==> config.mk <==
export PLATFORM = sky130hd
export DESIGN_NAME = nco_phase_est
export DESIGN_NICKNAME = d
export VERILOG_FILES = /design/src/rtl/nco_est_pkg.sv /design/src/rtl/nco_est_cordic_stage.sv /design/src/rtl/nco_phase_est.sv
export SDC_FILE = /design/constraint.sdc
export NUM_CORES = 2
export LEC_CHECK = 0
export CELL_PAD_IN_SITES_DETAIL_PLACEMENT = 1
export CELL_PAD_IN_SITES_GLOBAL_PLACEMENT = 2
export CORE_MARGIN = 3
export CORE_UTILIZATION = 45
export DETAILED_ROUTE_END_ITERATION = 8
export MAX_ROUTING_LAYER = met4
export PLACE_DENSITY = 0.86
export SETUP_SLACK_MARGIN = 0.3
export SLEW_MARGIN = 20
export SYNTH_ARGS = -nofsm -noshare
export SYNTH_HDL_FRONTEND = slang
export SYNTH_SLANG_ARGS = --single-unit
==> constraint.sdc <==
create_clock -name clk -period 8 [get_ports clk]
set_input_delay 0.8 -clock clk [delete_from_list [all_inputs] [get_ports clk]]
set_output_delay 0.8 -clock clk [all_outputs]
set_load 0.01 [all_outputs]
==> src/rtl/nco_est_pkg.sv <==
`timescale 1ns/1ps
// Shared constants for the NCO phase estimator: default widths, CORDIC gain
// and the arctangent table scaled to NCO accumulator units.
package nco_est_pkg;

    localparam int MPR_DEF   = 14;
    localparam int PW_DEF    = 16;
    localparam int NITER_DEF = 14;

    // Magnitude growth of a full CORDIC vectoring run.
    localparam real CORDIC_GAIN = 1.6467602581210654;

    function automatic int xw(input int mpr);
        return mpr + 2;
    endfunction

    // round(atan(2^-i) * 2^pw / (2*pi)), derived from a 32-bit reference table.
    function automatic logic [31:0] atan_lsb(input int i, input int pw);
        logic [63:0] a;
        case (i)
            0:       a = 64'h2000_0000;
            1:       a = 64'h12E4_051E;
            2:       a = 64'h09FB_385B;
            3:       a = 64'h0511_11D4;
            4:       a = 64'h028B_0D43;
            5:       a = 64'h0145_D7E1;
            6:       a = 64'h00A2_F61E;
            7:       a = 64'h0051_7C55;
            8:       a = 64'h0028_BE53;
            9:       a = 64'h0014_5F2F;
            10:      a = 64'h000A_2F98;
            11:      a = 64'h0005_17CC;
            12:      a = 64'h0002_8BE6;
            13:      a = 64'h0001_45F3;
            14:      a = 64'h0000_A2FA;
            default: a = 64'h0000_517D >> (i - 15);
        endcase
        if (pw < 32) begin
            a = (a + (64'd1 << (31 - pw))) >> (32 - pw);
        end
        return a[31:0];
    endfunction

endpackage

==> src/rtl/nco_est_cordic_stage.sv <==
`timescale 1ns/1ps
// One registered CORDIC vectoring micro-rotation: drives y toward zero while
// accumulating the rotated angle in z.
module nco_est_cordic_stage
    import nco_est_pkg::*;
#(
    parameter int   MPR   = MPR_DEF,
    parameter int   PW    = PW_DEF,
    parameter int   SHIFT = 0,
    localparam int  XW    = xw(MPR)
) (
    input  logic                 clk,
    input  logic                 reset_n,
    input  logic                 clken,
    input  logic                 valid_i,
    input  logic                 zero_i,
    input  logic signed [XW-1:0] x_i,
    input  logic signed [XW-1:0] y_i,
    input  logic        [PW-1:0] z_i,
    output logic                 valid_o,
    output logic                 zero_o,
    output logic signed [XW-1:0] x_o,
    output logic signed [XW-1:0] y_o,
    output logic        [PW-1:0] z_o
);

    localparam logic [PW-1:0] ANGLE = PW'(atan_lsb(SHIFT, PW));

    logic                 valid_q, valid_d;
    logic                 zero_q, zero_d;
    logic signed [XW-1:0] x_q, x_d;
    logic signed [XW-1:0] y_q, y_d;
    logic        [PW-1:0] z_q, z_d;

    always_comb begin
        // NOTE: every _d gets a default first, so no path can infer a latch.
        valid_d = valid_q;
        zero_d  = zero_q;
        x_d     = x_q;
        y_d     = y_q;
        z_d     = z_q;
        if (clken) begin
            valid_d = valid_i;
            zero_d  = zero_i;
            if (!y_i[XW-1]) begin
                x_d = x_i + (y_i >>> SHIFT);
                y_d = y_i - (x_i >>> SHIFT);
                z_d = z_i + ANGLE;
            end else begin
                x_d = x_i - (y_i >>> SHIFT);
                y_d = y_i + (x_i >>> SHIFT);
                z_d = z_i - ANGLE;
            end
        end
    end

    // NOTE: state registers use non-blocking assignments; all of them reset,
    // since the valid bit alone cannot mask stale data on a mid-stream reset.
    always_ff @(posedge clk or negedge reset_n) begin
        if (!reset_n) begin
            valid_q <= 1'b0;
            zero_q  <= 1'b0;
            x_q     <= '0;
            y_q     <= '0;
            z_q     <= '0;
        end else begin
            valid_q <= valid_d;
            zero_q  <= zero_d;
            x_q     <= x_d;
            y_q     <= y_d;
            z_q     <= z_d;
        end
    end

    assign valid_o = valid_q;
    assign zero_o  = zero_q;
    assign x_o     = x_q;
    assign y_o     = y_q;
    assign z_o     = z_q;

endmodule

==> src/rtl/nco_phase_est.sv <==
`timescale 1ns/1ps
// Pipelined I/Q phase, phase-increment and magnitude estimator: quadrant
// pre-rotation, NITER CORDIC vectoring stages, then a differencing output stage.
module nco_phase_est
    import nco_est_pkg::*;
#(
    parameter int MPR   = MPR_DEF,
    parameter int PW    = PW_DEF,
    parameter int NITER = NITER_DEF
) (
    input  logic                  clk,
    input  logic                  reset_n,
    input  logic                  clken,
    input  logic                  in_valid,
    input  logic signed [MPR-1:0] fsin_i,
    input  logic signed [MPR-1:0] fcos_i,
    output logic        [PW-1:0]  phase_o,
    output logic        [PW-1:0]  phi_inc_o,
    output logic        [MPR:0]   mag_o,
    output logic                  out_valid,
    output logic                  inc_valid
);

    localparam int            XW        = xw(MPR);
    localparam logic [PW-1:0] HALF_TURN = PW'(1) << (PW - 1);

    logic                 valid_s [NITER+1];
    logic                 zero_s  [NITER+1];
    logic signed [XW-1:0] x_s     [NITER+1];
    logic signed [XW-1:0] y_s     [NITER+1];
    logic        [PW-1:0] z_s     [NITER+1];

    logic signed [XW-1:0] cos_x, sin_x;
    logic                 p_valid_q, p_valid_d, p_zero_q, p_zero_d;
    logic signed [XW-1:0] px_q, px_d, py_q, py_d;
    logic        [PW-1:0] pz_q, pz_d;

    assign cos_x = {{(XW-MPR){fcos_i[MPR-1]}}, fcos_i};
    assign sin_x = {{(XW-MPR){fsin_i[MPR-1]}}, fsin_i};

    // Left half-plane vectors are rotated by pi so the CORDIC only sees x >= 0.
    always_comb begin
        p_valid_d = p_valid_q;
        p_zero_d  = p_zero_q;
        px_d      = px_q;
        py_d      = py_q;
        pz_d      = pz_q;
        if (clken) begin
            p_valid_d = in_valid;
            p_zero_d  = (fsin_i == '0) && (fcos_i == '0);
            if (fcos_i[MPR-1]) begin
                px_d = -cos_x;
                py_d = -sin_x;
                pz_d = HALF_TURN;
            end else begin
                px_d = cos_x;
                py_d = sin_x;
                pz_d = '0;
            end
        end
    end

    always_ff @(posedge clk or negedge reset_n) begin
        if (!reset_n) begin
            p_valid_q <= 1'b0;
            p_zero_q  <= 1'b0;
            px_q      <= '0;
            py_q      <= '0;
            pz_q      <= '0;
        end else begin
            p_valid_q <= p_valid_d;
            p_zero_q  <= p_zero_d;
            px_q      <= px_d;
            py_q      <= py_d;
            pz_q      <= pz_d;
        end
    end

    assign valid_s[0] = p_valid_q;
    assign zero_s[0]  = p_zero_q;
    assign x_s[0]     = px_q;
    assign y_s[0]     = py_q;
    assign z_s[0]     = pz_q;

    for (genvar g = 0; g < NITER; g++) begin : g_stage
        nco_est_cordic_stage #(
            .MPR   (MPR),
            .PW    (PW),
            .SHIFT (g)
        ) u_stage (
            .clk     (clk),
            .reset_n (reset_n),
            .clken   (clken),
            .valid_i (valid_s[g]),
            .zero_i  (zero_s[g]),
            .x_i     (x_s[g]),
            .y_i     (y_s[g]),
            .z_i     (z_s[g]),
            .valid_o (valid_s[g+1]),
            .zero_o  (zero_s[g+1]),
            .x_o     (x_s[g+1]),
            .y_o     (y_s[g+1]),
            .z_o     (z_s[g+1])
        );
    end

    // Residual y and the sign/guard bits of x carry no output information.
    logic unused_bits;
    assign unused_bits = ^{y_s[NITER], x_s[NITER][XW-1:MPR+1]};

    logic [PW-1:0] phase_new;
    logic [MPR:0]  mag_new;
    logic [PW-1:0] phase_q, phase_d, inc_q, inc_d;
    logic [MPR:0]  mag_q, mag_d;
    logic          out_valid_q, out_valid_d, inc_valid_q, inc_valid_d;
    logic          have_prev_q, have_prev_d;

    assign phase_new = zero_s[NITER] ? '0 : z_s[NITER];
    assign mag_new   = zero_s[NITER] ? '0 : x_s[NITER][MPR:0];

    // phase_q only moves on valid outputs, so it doubles as the previous phase.
    always_comb begin
        phase_d     = phase_q;
        mag_d       = mag_q;
        inc_d       = inc_q;
        out_valid_d = out_valid_q;
        inc_valid_d = inc_valid_q;
        have_prev_d = have_prev_q;
        if (clken) begin
            out_valid_d = valid_s[NITER];
            inc_valid_d = valid_s[NITER] && have_prev_q;
            if (valid_s[NITER]) begin
                phase_d     = phase_new;
                mag_d       = mag_new;
                inc_d       = phase_new - phase_q;
                have_prev_d = 1'b1;
            end
        end
    end

    always_ff @(posedge clk or negedge reset_n) begin
        if (!reset_n) begin
            phase_q     <= '0;
            mag_q       <= '0;
            inc_q       <= '0;
            out_valid_q <= 1'b0;
            inc_valid_q <= 1'b0;
            have_prev_q <= 1'b0;
        end else begin
            phase_q     <= phase_d;
            mag_q       <= mag_d;
            inc_q       <= inc_d;
            out_valid_q <= out_valid_d;
            inc_valid_q <= inc_valid_d;
            have_prev_q <= have_prev_d;
        end
    end

    assign phase_o   = phase_q;
    assign phi_inc_o = inc_q;
    assign mag_o     = mag_q;
    assign out_valid = out_valid_q;
    assign inc_valid = inc_valid_q;

endmodule

==> flow_metrics.env <==
export IMPL_port_buffers=80
export IMPL_clock_latency_ps=700
export IMPL_die_w_microns=370
export IMPL_fmax_mhz=249
export IMPL_hold_buffers=0
export IMPL_status="finished, final reports clean"
export IMPL_antenna_found_initial=1
export IMPL_area_growth_synth_to_final_pct=9.60
export IMPL_cts_inserted_buffers=92
export IMPL_wire_per_inst_microns=20.0
export IMPL_clock_sinks=728
export IMPL_synthTopCellsByArea="dfrtp_1 (30%), ha_1 (14%), mux2_2 (5.8%)"
export IMPL_crit_family="simple AND/OR/NAND/NOR gates"
export IMPL_drt_iter0_markers=2539
export IMPL_place_congestion=0.868
export IMPL_fin_skew_ps=20.8
export IMPL_synth_area_sq_mm=0.0597
export IMPL_io_pins=81
export IMPL_maxCapViolations=0
export IMPL_dp_hpwl_microns=126000
export IMPL_synth_edff_count=0
export IMPL_slew_headroom=0.275
export IMPL_grt_pass1_vias=51800
export IMPL_cp_num_buf_inv=1
export IMPL_worst_pin_slew_ps=1090
export IMPL_worstPathArrival_ps=4600
export IMPL_crit_path_end_kind="flip-flop"
export IMPL_nFillCells=15100
export IMPL_synth_async_reset_ratio=1.00
export IMPL_clock_root_buffer="clkbuf_16"
export IMPL_synth_area_leader_cell="dfrtp_1"
export IMPL_initial_core_util=0.454
export IMPL_rsz0062_at_grt="no"
export IMPL_synth_top_area_share=0.305
export IMPL_ys_types=100
export IMPL_fin_setup_tns_ps=0
export IMPL_hold_viol_final=0
export IMPL_drv_slew=0
export IMPL_slowest_stage="nor4_1"
export IMPL_grt_max_degree=184
export IMPL_avgSynthCellArea_sq_um=8.99
export IMPL_drt_pass1_iterations=6
export IMPL_cts_clk_slew_worst_paths_ps=70
export IMPL_cts_tree="done"
export IMPL_yosys_top_cells_count="dfrtp_1 (728), ha_1 (661), nor2_1 (562), a21oi_1 (537), nand2_1 (417)"
export IMPL_critPathMaxStageDelay_ps=550
export IMPL_period_minus_slack_ps=4010
export IMPL_vias=49700
export IMPL_crit_path_cell_trace="nor4_1 -> nand2_1 -> or4_1 -> and2_1 -> xnor2_1 -> ha_1 -> nand3_1 -> nor2_1 -> inv_1 -> a211oi_1 -> o31ai_1 -> a21o_1 -> a31o_2"
export IMPL_cp_start_kind="flip-flop"
export IMPL_dieArea_sq_mm=0.137
export IMPL_core_area_sq_mm=0.132
export IMPL_rows=133
export IMPL_cts_resized=0
export IMPL_hp_class="in2async"
export IMPL_via_per_inst=5.87
export IMPL_post_route_period_util=0.501
export IMPL_ys_ff_latch=728
export IMPL_die_h_microns=370
export IMPL_finalWirelength_microns=169000
export IMPL_clockBufferDepth=3
export IMPL_drc=0
export IMPL_final_nets=7370
export IMPL_crit_path_max_fanout=6
export IMPL_globalRouteTotalUtil=0.254
export IMPL_yosysMostFrequentCell="dfrtp_1"
export IMPL_drive_gt1_frac=0.0864
export IMPL_yosys_warnings=0
export IMPL_setup_viol=0
export IMPL_crit_required_ps=8590
export IMPL_diodes=0
export IMPL_grt_pass1_wl_microns=280000
export IMPL_synth_seq_area_share=0.305
export IMPL_grt_overflow_total=0
export IMPL_htreeDepth=3
export IMPL_post_cts_buffers=0
export IMPL_antenna_left=0
export IMPL_yosys_most_used_dff="dfrtp_1"
export IMPL_critPathKind="reg2reg"
export IMPL_syn_instance_count=6645
export IMPL_synth_fp_nets=7380
-- cell families after synthesis --
logic type               after synthesis  synth area share
AO/OA/AOI/OAI                       1921             0.208
XOR/XNOR                             553            0.0811
adder cells (fa/ha/maj)              703             0.153
buffers and inverters                558            0.0365
flip-flops                           728             0.305
multiplexers                         365            0.0676
AND/OR/NAND/NOR                     1817             0.149
-- placed cells by master, fill, tap and decap left out, types with 21 or more instances in the layout --
cell,Yosys,layout
a211oi_1,101,101
nand4_1,35,35
a21o_1,196,196
o21a_1,108,108
clkdlybuf4s50_1,1,77
nor4_1,61,61
and3_1,65,65
ha_1,661,661
or3_1,51,51
mux2i_1,57,57
o211ai_1,59,59
a31o_2,23,23
dfrtp_1,728,726
o31ai_1,103,103
nor2b_1,114,114
nor2_1,562,562
nand2b_1,75,75
xor2_1,175,175
o21ai_0,389,389
and2_1,26,26
buf_4,1,21
mux2_2,308,308
clkbuf_16,0,93
o21bai_1,55,55
nand3_1,79,79
a21oi_1,537,537
nor3_1,184,183
inv_1,342,342
fa_1,42,42
a31oi_1,74,74
nand2_1,417,416
o311ai_0,28,28
nand3b_1,28,28
xnor2_1,378,378
-- worst paths after layout --
kind | startpoint | to | slack (ps) | cells past startpoint
setup / recovery | g_stage[0].u_stage.y_o[6] | g_stage[1].u_stage.x_o[13] | 3990 | 13
hold / removal | reset_n | g_stage[7].u_stage.z_o[15] | 110 | 1
setup reg to reg | g_stage[0].u_stage.y_o[6] | g_stage[1].u_stage.x_o[13] | 3990 | 13
hold reg to reg | mag_o[6] | mag_o[6] | 490 | 2
max in group asynchronous | reset_n | py_q[2] | 5940 | 3
min in group clk | mag_o[6] | mag_o[6] | 490 | 2
-- metrics by stage --
step	hold slack, ps	instances	utilization	setup WS (ps)	cell area (sq um)
finish	114	8466	0.497	3990	65500
global route	159	8466	0.497	3440	65500
CTS	136	8466	0.497	3990	65500
detailed placement	462	8296	0.472	3800	62200
global placement	450	8296	0.472	3870	62200
floorplan	436	6645	-	4530	59700
-- cell type report --
cell class                 instances  area (sq um)  area share
sequential                       728         18200       0.278
multi-input combinational       5359         39400       0.601
clock buffer                     118          2540      0.0388
tap                             1755          2200      0.0335
clock inverter                    52           751      0.0115
inverter                         346          1310      0.0200
timing repair buffer             108          1100      0.0169
-- worst reg2reg max path, stage by stage (launching register included) --
cell and delay [ps]:
dfrtp_1 480, nor4_1 550, nand2_1 140, or4_1 520
and2_1 220, xnor2_1 130, ha_1 370, nand3_1 130
nor2_1 270, inv_1 70, a211oi_1 450, o31ai_1 160
a21o_1 200, a31o_2 220
-- flip-flops by register name, summed over array words and instances (netlist names) --
signal / cells
inc_valid: 1
out_valid: 1
px_q: 16
g_stage.u_stage.z_o: 199
py_q: 16
mag_o: 15
g_stage.u_stage.valid_o: 14
pz_q: 1
g_stage.u_stage.x_o: 221
g_stage.u_stage.y_o: 195
g_stage.u_stage.zero_o: 14
phase_o: 16
p_zero_q: 1
phi_inc_o: 16
p_valid_q: 1
have_prev_q: 1
-- metal layers --
layer  track usage  wire length (microns)  vias to the layer above
met1         0.346                  82400                    24800
li1              -                      -                    24100
met5             -                      0                        -
met3        0.0262                   4210                      215
met2         0.407                  78800                      483
met4        0.0604                   3880                        0
Power is left out: the tool's default activity adds up to more than one toggle a clock period on the data nets, which glitch-free logic cannot reach.
